$ cat config.mk
export PLATFORM = sky130hd
export DESIGN_NAME = seg_scan_mux
export DESIGN_NICKNAME = d
export VERILOG_FILES = /design/src/rtl/seg_pkg.sv /design/src/rtl/seg_hex_decode.sv /design/src/rtl/seg_scan_mux.sv
export SDC_FILE = /design/constraint.sdc
export NUM_CORES = 1
export LEC_CHECK = 0
export BUFFER_PORTS_ARGS = -buffer_cell sky130_fd_sc_hd__buf_2
export CAP_MARGIN = 20
export CORE_ASPECT_RATIO = 1.2
export CORE_MARGIN = 1.5
export CORE_UTILIZATION = 50
export CTS_BUF_LIST = sky130_fd_sc_hd__clkbuf_4 sky130_fd_sc_hd__clkbuf_8
export DETAILED_ROUTE_END_ITERATION = 10
export PLACE_DENSITY = 0.83
export REMOVE_ABC_BUFFERS = 1
export SLEW_MARGIN = 5
export SYNTH_ARGS = -nofsm -noshare
export SYNTH_HDL_FRONTEND = slang
export SYNTH_SLANG_ARGS = --single-unit
$ cat constraint.sdc
create_clock -name clk -period 14.55 [get_ports clk]
set_input_delay 0 -clock clk [delete_from_list [all_inputs] [get_ports clk]]
set_output_delay 0 -clock clk [all_outputs]
set_load 0.05 [all_outputs]
$ cat src/rtl/seg_pkg.sv
// seg_pkg: shared constants for the seven-segment scanner.
//   HEX_FONT  : 16-entry active-low {g,f,e,d,c,b,a} patterns for hex digits 0..F
//   SEG_A..G  : bit positions of each segment inside a {dp,g,f,e,d,c,b,a} byte
//   SEG_DP    : bit position of the decimal point inside a raw byte
//   SEG_BLANK : all segments off (active-low)
package seg_pkg;

  localparam int SEG_A  = 0;
  localparam int SEG_B  = 1;
  localparam int SEG_C  = 2;
  localparam int SEG_D  = 3;
  localparam int SEG_E  = 4;
  localparam int SEG_F  = 5;
  localparam int SEG_G  = 6;
  localparam int SEG_DP = 7;

  localparam logic [6:0] SEG_BLANK = 7'h7F;

  // Ascending range so that the first listed entry is digit 0.
  localparam logic [0:15][6:0] HEX_FONT = {
    7'b1000000,  // 0
    7'b1111001,  // 1
    7'b0100100,  // 2
    7'b0110000,  // 3
    7'b0011001,  // 4
    7'b0010010,  // 5
    7'b0000010,  // 6
    7'b1111000,  // 7
    7'b0000000,  // 8
    7'b0010000,  // 9
    7'b0001000,  // A
    7'b0000011,  // b
    7'b1000110,  // C
    7'b0100001,  // d
    7'b0000110,  // E
    7'b0001110   // F
  };

endpackage

$ cat src/rtl/seg_hex_decode.sv
// seg_hex_decode: combinational hex nibble to active-low segment decoder.
//   nibble : hex value 0..F
//   seg    : active-low {g,f,e,d,c,b,a}
module seg_hex_decode
  import seg_pkg::*;
(
  input  logic [3:0] nibble,
  output logic [6:0] seg
);

  assign seg = HEX_FONT[nibble];

endmodule

$ cat src/rtl/seg_scan_mux.sv
// seg_scan_mux: multiplexed common-anode seven-segment scanner.
//   clk, rst   : system clock, asynchronous active-high reset
//   div_value  : prescaler terminal count, one digit slot = div_value+1 cycles
//   din        : packed hex nibbles, nibble k drives digit k
//   dp         : per-digit decimal point, 1 = lit
//   digit_en   : per-digit enable, 0 = blanked (slot still consumed)
//   raw_mode   : 1 = drive segments from raw bytes instead of the hex font
//   raw        : byte k = {dp,g,f,e,d,c,b,a}, 1 = lit
//   bright     : PWM duty level, all-ones = always on, 0 = dark
//   an         : active-low anodes
//   seg        : active-low {g,f,e,d,c,b,a}
//   dp_o       : active-low decimal point
//   frame_o    : one-cycle pulse when the scan wraps to digit 0
// All display inputs are captured into shadow registers only at the frame
// wrap, so a frame is always drawn from one consistent snapshot.
module seg_scan_mux
  import seg_pkg::*;
#(
  parameter int N_DIGITS = 8,
  parameter int DIV_W    = 32,
  parameter int BRIGHT_W = 4
) (
  input  logic                  clk,
  input  logic                  rst,
  input  logic [DIV_W-1:0]      div_value,
  input  logic [4*N_DIGITS-1:0] din,
  input  logic [N_DIGITS-1:0]   dp,
  input  logic [N_DIGITS-1:0]   digit_en,
  input  logic                  raw_mode,
  input  logic [8*N_DIGITS-1:0] raw,
  input  logic [BRIGHT_W-1:0]   bright,
  output logic [N_DIGITS-1:0]   an,
  output logic [6:0]            seg,
  output logic                  dp_o,
  output logic                  frame_o
);

  localparam int                 IDX_W       = (N_DIGITS > 1) ? $clog2(N_DIGITS) : 1;
  localparam logic [IDX_W-1:0]   LAST_IDX    = IDX_W'(N_DIGITS - 1);
  localparam logic [BRIGHT_W-1:0] BRIGHT_FULL = '1;

  // Scan state
  logic [DIV_W-1:0]    pcnt_reg;
  logic [IDX_W-1:0]    idx_reg;
  logic [IDX_W-1:0]    idx_next;
  logic [BRIGHT_W-1:0] pwm_reg;
  logic                tick;
  logic                wrap;

  // Per-frame snapshot of the display inputs
  logic [4*N_DIGITS-1:0] din_sh_reg;
  logic [N_DIGITS-1:0]   dp_sh_reg;
  logic [N_DIGITS-1:0]   en_sh_reg;
  logic                  raw_mode_sh_reg;
  logic [8*N_DIGITS-1:0] raw_sh_reg;

  // Output registers
  logic [N_DIGITS-1:0] an_reg,   an_next;
  logic [6:0]          seg_reg,  seg_next;
  logic                dp_o_reg, dp_o_next;
  logic                frame_reg;

  // Per-digit views of the snapshot
  logic [3:0] nibble_arr [N_DIGITS];
  logic [7:0] raw_arr    [N_DIGITS];

  for (genvar gi = 0; gi < N_DIGITS; gi++) begin : g_digit
    assign nibble_arr[gi] = din_sh_reg[4*gi +: 4];
    assign raw_arr[gi]    = raw_sh_reg[8*gi +: 8];
  end

  logic [3:0] cur_nibble;
  logic [7:0] cur_raw;
  logic [6:0] font_seg;
  logic       pwm_on;

  assign cur_nibble = nibble_arr[idx_reg];
  assign cur_raw    = raw_arr[idx_reg];

  seg_hex_decode u_hex_decode (
    .nibble (cur_nibble),
    .seg    (font_seg)
  );

  // >= rather than == so that lowering div_value below the running count
  // terminates the current slot on the next edge instead of wrapping DIV_W.
  assign tick = (pcnt_reg >= div_value);
  assign wrap = tick && (idx_reg == LAST_IDX);

  always_comb begin
    idx_next = idx_reg;
    if (tick) begin
      idx_next = (idx_reg == LAST_IDX) ? '0 : idx_reg + 1'b1;
    end
  end

  assign pwm_on = (bright == BRIGHT_FULL) || (pwm_reg < bright);

  // Output selection uses the current idx and snapshot; the registered
  // outputs therefore follow a tick by one cycle, with anode and segments
  // switching together.
  always_comb begin
    an_next = '1;
    if (pwm_on && en_sh_reg[idx_reg]) begin
      an_next[idx_reg] = 1'b0;
    end
    if (raw_mode_sh_reg) begin
      seg_next  = ~cur_raw[SEG_G:SEG_A];
      dp_o_next = ~cur_raw[SEG_DP];
    end else begin
      seg_next  = font_seg;
      dp_o_next = ~dp_sh_reg[idx_reg];
    end
  end

  always_ff @(posedge clk or posedge rst) begin
    if (rst) begin
      pcnt_reg        <= '0;
      idx_reg         <= LAST_IDX;
      pwm_reg         <= '0;
      din_sh_reg      <= '0;
      dp_sh_reg       <= '0;
      en_sh_reg       <= '0;
      raw_mode_sh_reg <= 1'b0;
      raw_sh_reg      <= '0;
      an_reg          <= '1;
      seg_reg         <= SEG_BLANK;
      dp_o_reg        <= 1'b1;
      frame_reg       <= 1'b0;
    end else begin
      pcnt_reg  <= tick ? '0 : pcnt_reg + 1'b1;
      idx_reg   <= idx_next;
      pwm_reg   <= pwm_reg + 1'b1;
      frame_reg <= wrap;
      if (wrap) begin
        din_sh_reg      <= din;
        dp_sh_reg       <= dp;
        en_sh_reg       <= digit_en;
        raw_mode_sh_reg <= raw_mode;
        raw_sh_reg      <= raw;
      end
      an_reg   <= an_next;
      seg_reg  <= seg_next;
      dp_o_reg <= dp_o_next;
    end
  end

  assign an      = an_reg;
  assign seg     = seg_reg;
  assign dp_o    = dp_o_reg;
  assign frame_o = frame_reg;

endmodule

# Word level (Yosys, flattened, before mapping)
# Memory sizes are Yosys's and may differ from the RTL's.
# Cells that the tools add are included.
[classes]
n_addsub = 3
order_cmp = 6
eq_ne = 2
muxes = 19
bitwise_logic = 6
reduce_logical = 4
[ops]
columns = ["cell", "n"]
rows = [
  ["$add A32 B1 Y32 const B", 1],
  ["$ge A32 B32 Y1", 1],
  ["$mux W32", 1],
  ["$bmux W8 S3", 1],
  ["$mux W8", 3],
  ["$mux W7", 3],
  ["$bmux W4 S3", 1],
  ["$mux W4", 2],
  ["$not A8 Y8", 1],
  ["$not A7 Y7", 1],
  ["$bmux W1 S3", 2],
  ["$ge A5 B5 Y1 const B", 1],
  ["$not A4 Y5", 1],
  ["$add A4 B1 Y4 const B", 1],
  ["$eq A4 B4 Y1 const B", 1],
  ["$ge A4 B4 Y1 const B", 1],
  ["$lt A3 B4 Y1 const B", 1],
  ["$lt A4 B4 Y1", 1],
  ["$mux W1", 4],
  ["$not A3 Y4", 1],
  ["$add A3 B1 Y3 const B", 1],
  ["$demux W1 S3", 1],
  ["$eq A3 B3 Y1 const B", 1],
  ["$ge A3 B1 Y1 const B", 1],
  ["other kinds (4)", 7],
]
[totals]
ff_bits = 169
rom_bits = 112
inputBits = 151
output_inout_bits = 17
elab_cells = 53
n_memories = 1
[mem_list]
columns = ["name", "words", "width", "read_ports", "rd_clocked_by_memory_dff", "write_ports", "line_no", "text"]
rows = [
  ["(no name shown)", 16, 7, 1, 0, 0, "seg_hex_decode.sv:11", "assign seg = HEX_FONT[nibble];"],
]

# Longest topological paths before layout
# Gate-level depths: netlist of run 1.
[logic_depth]
depth_word = 9
depth_mapped = 12
ltp_nobuf = 10

# Cells and area by module
# From an unflattened synthesis of run 1, not the netlist that was laid out.
[hier_totals]
hier_cells = 752
hier_area_um2 = 9013.6
[modules_own_cells]
columns = ["module", "n_inst", "cells_each", "area_per_inst_um2"]
rows = [
  ["seg_scan_mux", 1, 720, 8738.4],
  ["seg_hex_decode", 1, 32, 275.3],
]

# Least setup slack after synthesis of run 1
# OpenSTA, ideal clock, no wires.
[synth_path]
path_type = "flip-flop to flip-flop"
startpoint = "register idx_reg[1]"
endpoint = "register seg_reg[3] (netlist: seg[3])"
setup_time_ns = 0.079
t_arrival_ns = 2.497
required_ns = 14.471
setup_slack_ns = 11.975
path_stages_with_launch = 11
path_buffers = 2
period_less_slack_ns = 2.575
path_cell_list = "dfstp_2 -> buf_2 -> buf_2 -> mux2_2 -> a221oi_1 -> o22ai_1 -> inv_1 -> ha_1 -> o211ai_1 -> o21ai_0 -> o21ai_0"
[synth_via]
elab_chain_len = 9
[synth_lines]
columns = ["element", "line_no", "text"]
rows = [
  ["start, declared", "seg_scan_mux.sv:44", "logic [IDX_W-1:0] idx_reg;"],
  ["start signal, assigned", "seg_scan_mux.sv:132", "idx_reg <= idx_next;"],
  ["$not A3 Y4 (implied by the code) (*)", "seg_scan_mux.sv:77, seg_scan_mux.sv:78", ""],
  ["$bmux W4 S3", "seg_scan_mux.sv:77", "assign cur_nibble = nibble_arr[idx_reg];"],
  ["$mux W4 (implied by the code) (2 in series)", "seg_scan_mux.sv:77", ""],
  ["$not A4 Y5 (implied by the code)", "seg_hex_decode.sv:11", ""],
  ["$mem_v2 Z16 W7", "-", ""],
  ["$mux W7 (implied by the code) (2 in series)", "seg_hex_decode.sv:11", ""],
  ["$mux W7 (*)", "seg_scan_mux.sv:107", "if (raw_mode_sh_reg) begin"],
  ["named net seg_next[3]", "seg_scan_mux.sv:59", "logic [6:0] seg_reg, seg_next;"],
  ["end signal, assigned", "seg_scan_mux.sv:143", "seg_reg <= seg_next;"],
  ["end, declared", "seg_scan_mux.sv:59", ""],
]
# Mark *: on every way through the listed nets, which the timed path passes. The rest lies on a longest branch. The select of a mux whose other input is x is not followed.
# A chain may end at the register's enable or synchronous reset.

# Final worst setup path of run 1
[layout_path]
startpoint = "register pcnt_reg[15]"
endpoint = "register dp_sh_reg[6]"
[layout_via]
elab_chain_len = 2
[layout_lines]
columns = ["element", "line_no", "text"]
rows = [
  ["start, declared", "seg_scan_mux.sv:43", "logic [DIV_W-1:0] pcnt_reg;"],
  ["start signal, assigned", "seg_scan_mux.sv:131", "pcnt_reg <= tick ? '0 : pcnt_reg + 1'b1;"],
  ["$ge A32 B32 Y1", "seg_scan_mux.sv:87", "assign tick = (pcnt_reg >= div_value);"],
  ["$logic_and A1 B1 Y1", "seg_scan_mux.sv:88", "assign wrap = tick && (idx_reg == LAST_IDX);"],
  ["end signal, assigned", "seg_scan_mux.sv:137", "dp_sh_reg <= dp;"],
  ["end, declared", "seg_scan_mux.sv:52", "logic [N_DIGITS-1:0] dp_sh_reg;"],
]
# Every way passes these cells.

==> impl_metrics.yaml, run 1 <==
power_and_ir_drop:
  ir_drop_mv: 0.0622
  p_leak_uw: 0.00555
  p_per_area_nw_per_um2: 76.8
critical_path:
  arrival_ns: 4.35
  crit_path_max_fanout: 61
  crit_type: "flip-flop to flip-flop"
  required_ns: 14.91
  start_kind: "flip-flop"
  cp-end-kind: "flip-flop"
logic_synthesis:
  syn-cell-area_um2: 8930
  synth_cell_types: 53
  ys_warn_count: 0
  synth.avg_cell_area_um2: 12.3
  async_flop_share_pct: 100
  synth_edf_count: 0
  ys_seq_area_share_pct: 47.6
  synth_seq_cells: 169
  synthCells: 729
  ys.flop_type: "dfrtp_1"
global_route:
  grt_max_degree: 90
  grt_pass1_wl_um: 35700
  grt-ovfl-total: 0
  grt_pass1_vias: 6915
  antenna_found_initial: 0
  track_usage_pct: 24.5
detailed_routing:
  drt-vias-per-instance: 5.41
  drc: 0
  final_antenna_net_count: 0
  wl_um: 22400
  wire_per_inst_um: 18.1
  drt_first_pass_iters: 5
  drt_iter0_drc: 454
  vias: 6686
cts:
  post_cts.repair.setup_buffers: 0
  numCtsBuffers: 17
  cts_max_level: 4
  root_buffer: "clkbuf_8"
  clk_pin_slew_ns: 0.10
  cts_tree: "yes"
  insertion_delay_ns: 0.47
  cts_max_path_buffers: 2
  cts.sinks: 169
timing:
  fmax_mhz: 251
  fin_crit_sh_pct: 27.4
  finClkSkew_ns: 0.0212
  slew_violations: 0
  fin_tns_setup_ns: 0
  hold_slack_ns: 0.126
  max_slew_margin_pct: 28.7
  finalSetupViolCount: 0
  rsz0062_at_grt: "false"
  setup_slack_ns: 10.56
  worst_pin_slew_ns: 1.07
  fin_crit_ns: 3.99
  finalHoldViolCount: 0
cells_and_area:
  final_common_cell: "buf_2"
  multi_input_area_um2: 4240
  instances_no_fill: 1236
  regArea_um2: 4250
  drive_above_1_share_pct: 36.8
  n_antenna_cell: 0
  num-fill-cells: 1268
  syn_to_final_growth_pct: 27.4
  layout_common_cells: "buf_2 (167), dfrtp_1 (150), dlygate4sd3_1 (114)"
  largest_register_ffs: 64
  final_nets: 1199
die:
  rows: 53
  dieHeight_um: 149
  core-area_um2: 17500
  initial_core_util_pct: 51.0
  ios: 168
  dieArea_um2: 18700
  die_x_um: 125
placed_design:
  portBuffers: 167
  place_hpwl_um: 13400
  pre_cts_slack_ns: 10.61
  gp_congestion: 0.837
  dp.cells: 1089
hold_path:
  min_path_type: "input pin to flip-flop"
job:
  drv_cap: 0
status:
  outcome: "finished clean"
## where the power goes
part / internal, µW / total [µW] / leakage, µW / switching [µW]
Sequential: 471 / 471 / 0.00228 / 0.377
Clock: 136 / 325 / 0.000182 / 189
Combinational: 42.6 / 77.7 / 0.00309 / 35.2
## through the flow
| step | util, % | power, µW | area [µm²] |
|---|---|---|---|
| after detailed placement | 56.2 | 531 | 9830 |
| final | 65.0 | 874 | 11400 |
| after global routing | 65.0 | 909 | 11400 |
| after CTS | 64.9 | 874 | 11400 |
| after global placement | 56.2 | 530 | 9830 |
| after floorplan | - | 503 | 8660 |
## critical path: stages, from the launching register on
cell and delay [ns]:
dfrtp_1 0.42, ha_1 0.33, nand4_1 0.13, nor3_2 0.21
or4b_1 0.45, a31oi_1 0.22, o21a_4 0.73, buf_4 0.86
mux2_2 0.45
## area by class of cell
type,instances,share of cell area (%)
Clock buffer,20,2.42
Clock inverter,12,0.923
Multi-Input combinational cell,478,37.2
Timing Repair Buffer,287,17.9
Sequential cell,169,37.4
Inverter,50,1.69
Tap cell,220,2.42
## Yosys cell counts, types with 4 or more instances
cell type	number	area, µm²
buf_2	11	55.1
o22ai_1	7	43.8
inv_1	49	184
nand3_1	17	85.1
o21ai_0	10	50.1
a21oi_1	30	150
mux2_2	66	743
a221oi_1	5	43.8
nor2_1	58	218
dfstp_2	19	499
dfrtp_1	150	3750
buf_4	6	45.0
nand4_1	8	50.1
nand2_1	44	165
clkbuf_1	6	22.5
mux4_2	14	315
xor2_1	14	123
nor3_1	8	40.0
mux2i_1	13	130
nand2b_1	9	56.3
or2_2	5	31.3
buf_12	7	140
xnor2_1	18	158
ha_1	45	563
and2_1	4	25.0
mux2_4	59	886
## what timing repair did
item / CTS / global route
hold buffers: 114 / 0
endpoints found under the hold margin: 196 / 0
resized for setup: 0 / 0
## cells by family after synthesis
family | count (synthesis) | synth area share [%]
multiplexers | 152 | 23.2
adder cells (fa/ha/maj) | 45 | 6.30
XOR/XNOR | 32 | 3.14
AO/OA/AOI/OAI | 77 | 5.48
AND/OR/NAND/NOR | 172 | 9.14
flip-flops | 169 | 47.6
buffers and inverters | 82 | 5.13
## per-layer routing
metal  part of all wire [%]  GRT usage (%)  up-vias
li1                       -              -     3103
met1                     40           29.3     3305
met2                     52           43.4      228
met3                    4.7           5.26       50
met4                    3.1           9.43        0
met5                      0              0        -
## worst paths after layout
check,cells after the start,slack (ns),from,to
max,8,10.56,pcnt_reg[15]$_DFF_PP0_,dp_sh_reg[6]$_DFFE_PP0P_
min,5,0.13,bright[3],an[0]$_DFF_PP1_
max reg2reg,8,10.56,pcnt_reg[15]$_DFF_PP0_,dp_sh_reg[6]$_DFFE_PP0P_
min reg2reg,1,0.49,pwm_reg[0]$_DFF_PP0_,pwm_reg[0]$_DFF_PP0_
max in group asynchronous,5,13.16,rst,an[1]$_DFF_PP1_
min in group asynchronous,3,0.24,rst,pcnt_reg[1]$_DFF_PP0_
(Power assumes the default switching activity.)
==> run 2: changes to the inputs <==
--- a/config.mk
+++ b/config.mk
@@ -12,7 +12,7 @@
 export CORE_UTILIZATION = 50
 export CTS_BUF_LIST = sky130_fd_sc_hd__clkbuf_4 sky130_fd_sc_hd__clkbuf_8
 export DETAILED_ROUTE_END_ITERATION = 10
-export PLACE_DENSITY = 0.83
+export PLACE_DENSITY = 0.86
 export REMOVE_ABC_BUFFERS = 1
 export SLEW_MARGIN = 5
 export SYNTH_ARGS = -nofsm -noshare
==> constraint.sdc (replaced) <==
create_clock -name clk -period 3.26 [get_ports clk]
set_input_delay 0 -clock clk [delete_from_list [all_inputs] [get_ports clk]]
set_output_delay 0 -clock clk [all_outputs]
set_load 0.05 [all_outputs]
==> run 2 against run 1 <==
  * Sequential share of layout area down 0.29 points
  * Global-route usage increased by 0.49 points
  * Setup slack got worse by 10 ns
  * Final cell count increased by 0.89%
  * Critical path depth stayed put
  * Clock power grew to 4.6 times the previous value
  * First-iteration DRC count down 22%
  * Utilization grew 0.51 points
  * Worst hold slack worse by 0.011 ns
  * Count of clock-buffer cells in the layout unchanged
  * Largest cell class unchanged
  * Largest power group unchanged
==> impl_metrics.yaml, run 2 (synthesized netlist as in run 1, its figures left out) <==
global_route:
  grt_pass1_vias: 7338
  grt_pass1_wl_um: 36600
  antenna_found_initial: 1
  grt_max_degree: 83
  grt-ovfl-total: 0
  track_usage_pct: 25.0
timing:
  worst_pin_slew_ns: 0.826
  finClkSkew_ns: 0.0139
  finalSetupViolCount: 0
  slew_violations: 0
  hold_slack_ns: 0.114
  rsz0062_at_grt: "false"
  max_slew_margin_pct: 44.4
  fin_crit_ns: 2.99
  fin_crit_sh_pct: 91.7
  fmax_mhz: 335
  finalHoldViolCount: 0
cts:
  root_buffer: "clkbuf_8"
  numCtsBuffers: 17
  cts.sinks: 169
  post_cts.repair.setup_buffers: 0
  insertion_delay_ns: 0.46
  clk_pin_slew_ns: 0.10
  cts_max_path_buffers: 2
  cts_max_level: 4
  cts_tree: "yes"
cells_and_area:
  drive_above_1_share_pct: 37.4
  layout_common_cells: "buf_2 (167), dfrtp_1 (150), dlygate4sd3_1 (114)"
  final_util_pct: 65.5
  final_common_cell: "buf_2"
  largest_register_ffs: 64
  instances_no_fill: 1247
  fin_area_um2: 11500
  syn_to_final_growth_pct: 28.4
  final_nets: 1209
placed_design:
  dp.cells: 1100
  gp_congestion: 0.818
  placed_area_um2: 9940
  place_hpwl_um: 14100
  portBuffers: 167
detailed_routing:
  wire_per_inst_um: 18.1
  drt-vias-per-instance: 5.40
  final_antenna_net_count: 0
  wl_um: 22500
  drt_iter0_drc: 355
  drc: 0
  drt_first_pass_iters: 5
  vias: 6740
die:
  initial_core_util_pct: 51.0
  core-area_um2: 17500
  rows: 53
  ios: 168
  die_x_um: 125
  dieArea_um2: 18700
  dieHeight_um: 149
critical_path:
  path_cells: "ha_1 -> nand4_1 -> nor3_2 -> or4b_1 -> a31oi_1 -> o21a_4 -> buf_12 -> mux2_2"
  crit_type: "flip-flop to flip-flop"
  ff2ff_setup_slack_ns: 0.27
  required_ns: 3.61
  worst-path-buf-inv: 1
  cp_slowest_stage_delay_ns: 0.44
  cp-endpoint: "en_sh_reg[2]$_DFFE_PP0P_"
  rr_startpoint: "pcnt_reg[14]$_DFF_PP0_"
  arrival_ns: 3.34
  start_kind: "flip-flop"
  crit_start: "pcnt_reg[14]$_DFF_PP0_"
  slowest_stage: "or4b_1"
  reg2reg_depth: 8
  crit_family: "simple AND/OR/NAND/NOR gates"
  rr_endpoint: "en_sh_reg[2]$_DFFE_PP0P_"
  cp.depth: 8
  crit_path_max_fanout: 46
  cp-end-kind: "flip-flop"
power_and_ir_drop:
  ir_drop_mv: 0.247
  power.total_uw: 3940
  p_leak_uw: 0.00561
  p_per_area_nw_per_um2: 344
hold_path:
  hold_depth: 5
  min_path_type: "input pin to flip-flop"
status:
  outcome: "finished clean"
job:
  drv_cap: 0
## run 2: what timing repair did
item,4_1_cts,5_1_grt
hold buffers,114,0
resized for setup,0,0
endpoints found under the hold margin,185,0
## run 2: where the power goes
group	leakage (µW)	switching (µW)	internal [µW]
clock network	0.000191	826	664
logic	0.00313	154	191
registers	0.00228	6.67	2100
total	0.00561	986	2960
## run 2: per-layer routing
metal	track usage (%)	vias to the layer above	wire length (µm)
met5	0	-	0
met4	11.9	0	822
met3	4.79	67	1030
met2	43.8	231	11600
met1	29.7	3307	9030
li1	-	3135	-
## run 2: worst reg2reg max path, cell delays in order, from the launching register on
cell	delay (ns)
dfrtp_1	0.43
ha_1	0.32
nand4_1	0.13
nor3_2	0.21
or4b_1	0.44
a31oi_1	0.24
o21a_4	0.34
buf_12	0.33
mux2_2	0.44
## run 2: area by class of cell
| cell class | instances | area, µm² |
|---|---|---|
| diodes | 1 | 2.50 |
| clock buffers | 20 | 269 |
| clock inverters | 12 | 118 |
| fillers | 1291 | 6040 |
| inverters | 50 | 193 |
| multi-input cells | 478 | 4240 |
| flip-flops and latches | 169 | 4250 |
| well taps | 220 | 275 |
| repair buffers | 297 | 2120 |
## run 2: metrics by stage
step | setup TNS (ns) | worst slack (ns)
CTS | 0 | 0.281
global route | 0 | 0.128
detailed placement | 0 | 0.313
floorplan | -451.73 | -2.29
finish | 0 | 0.271
global placement | 0 | 0.400
## run 2: worst min path at each step
stage                    from                    endpoint  slack [ns]
finish              bright[0]             an[2]$_DFF_PP1_        0.11
CTS                 bright[3]             an[2]$_DFF_PP1_         0.1
detailed placement        rst  raw_sh_reg[58]$_DFFE_PP0P_        0.19
global route        bright[3]             an[2]$_DFF_PP1_        0.12
floorplan             din[31]  din_sh_reg[31]$_DFFE_PP0P_        0.15
global placement          rst  raw_sh_reg[42]$_DFFE_PP0P_        0.19
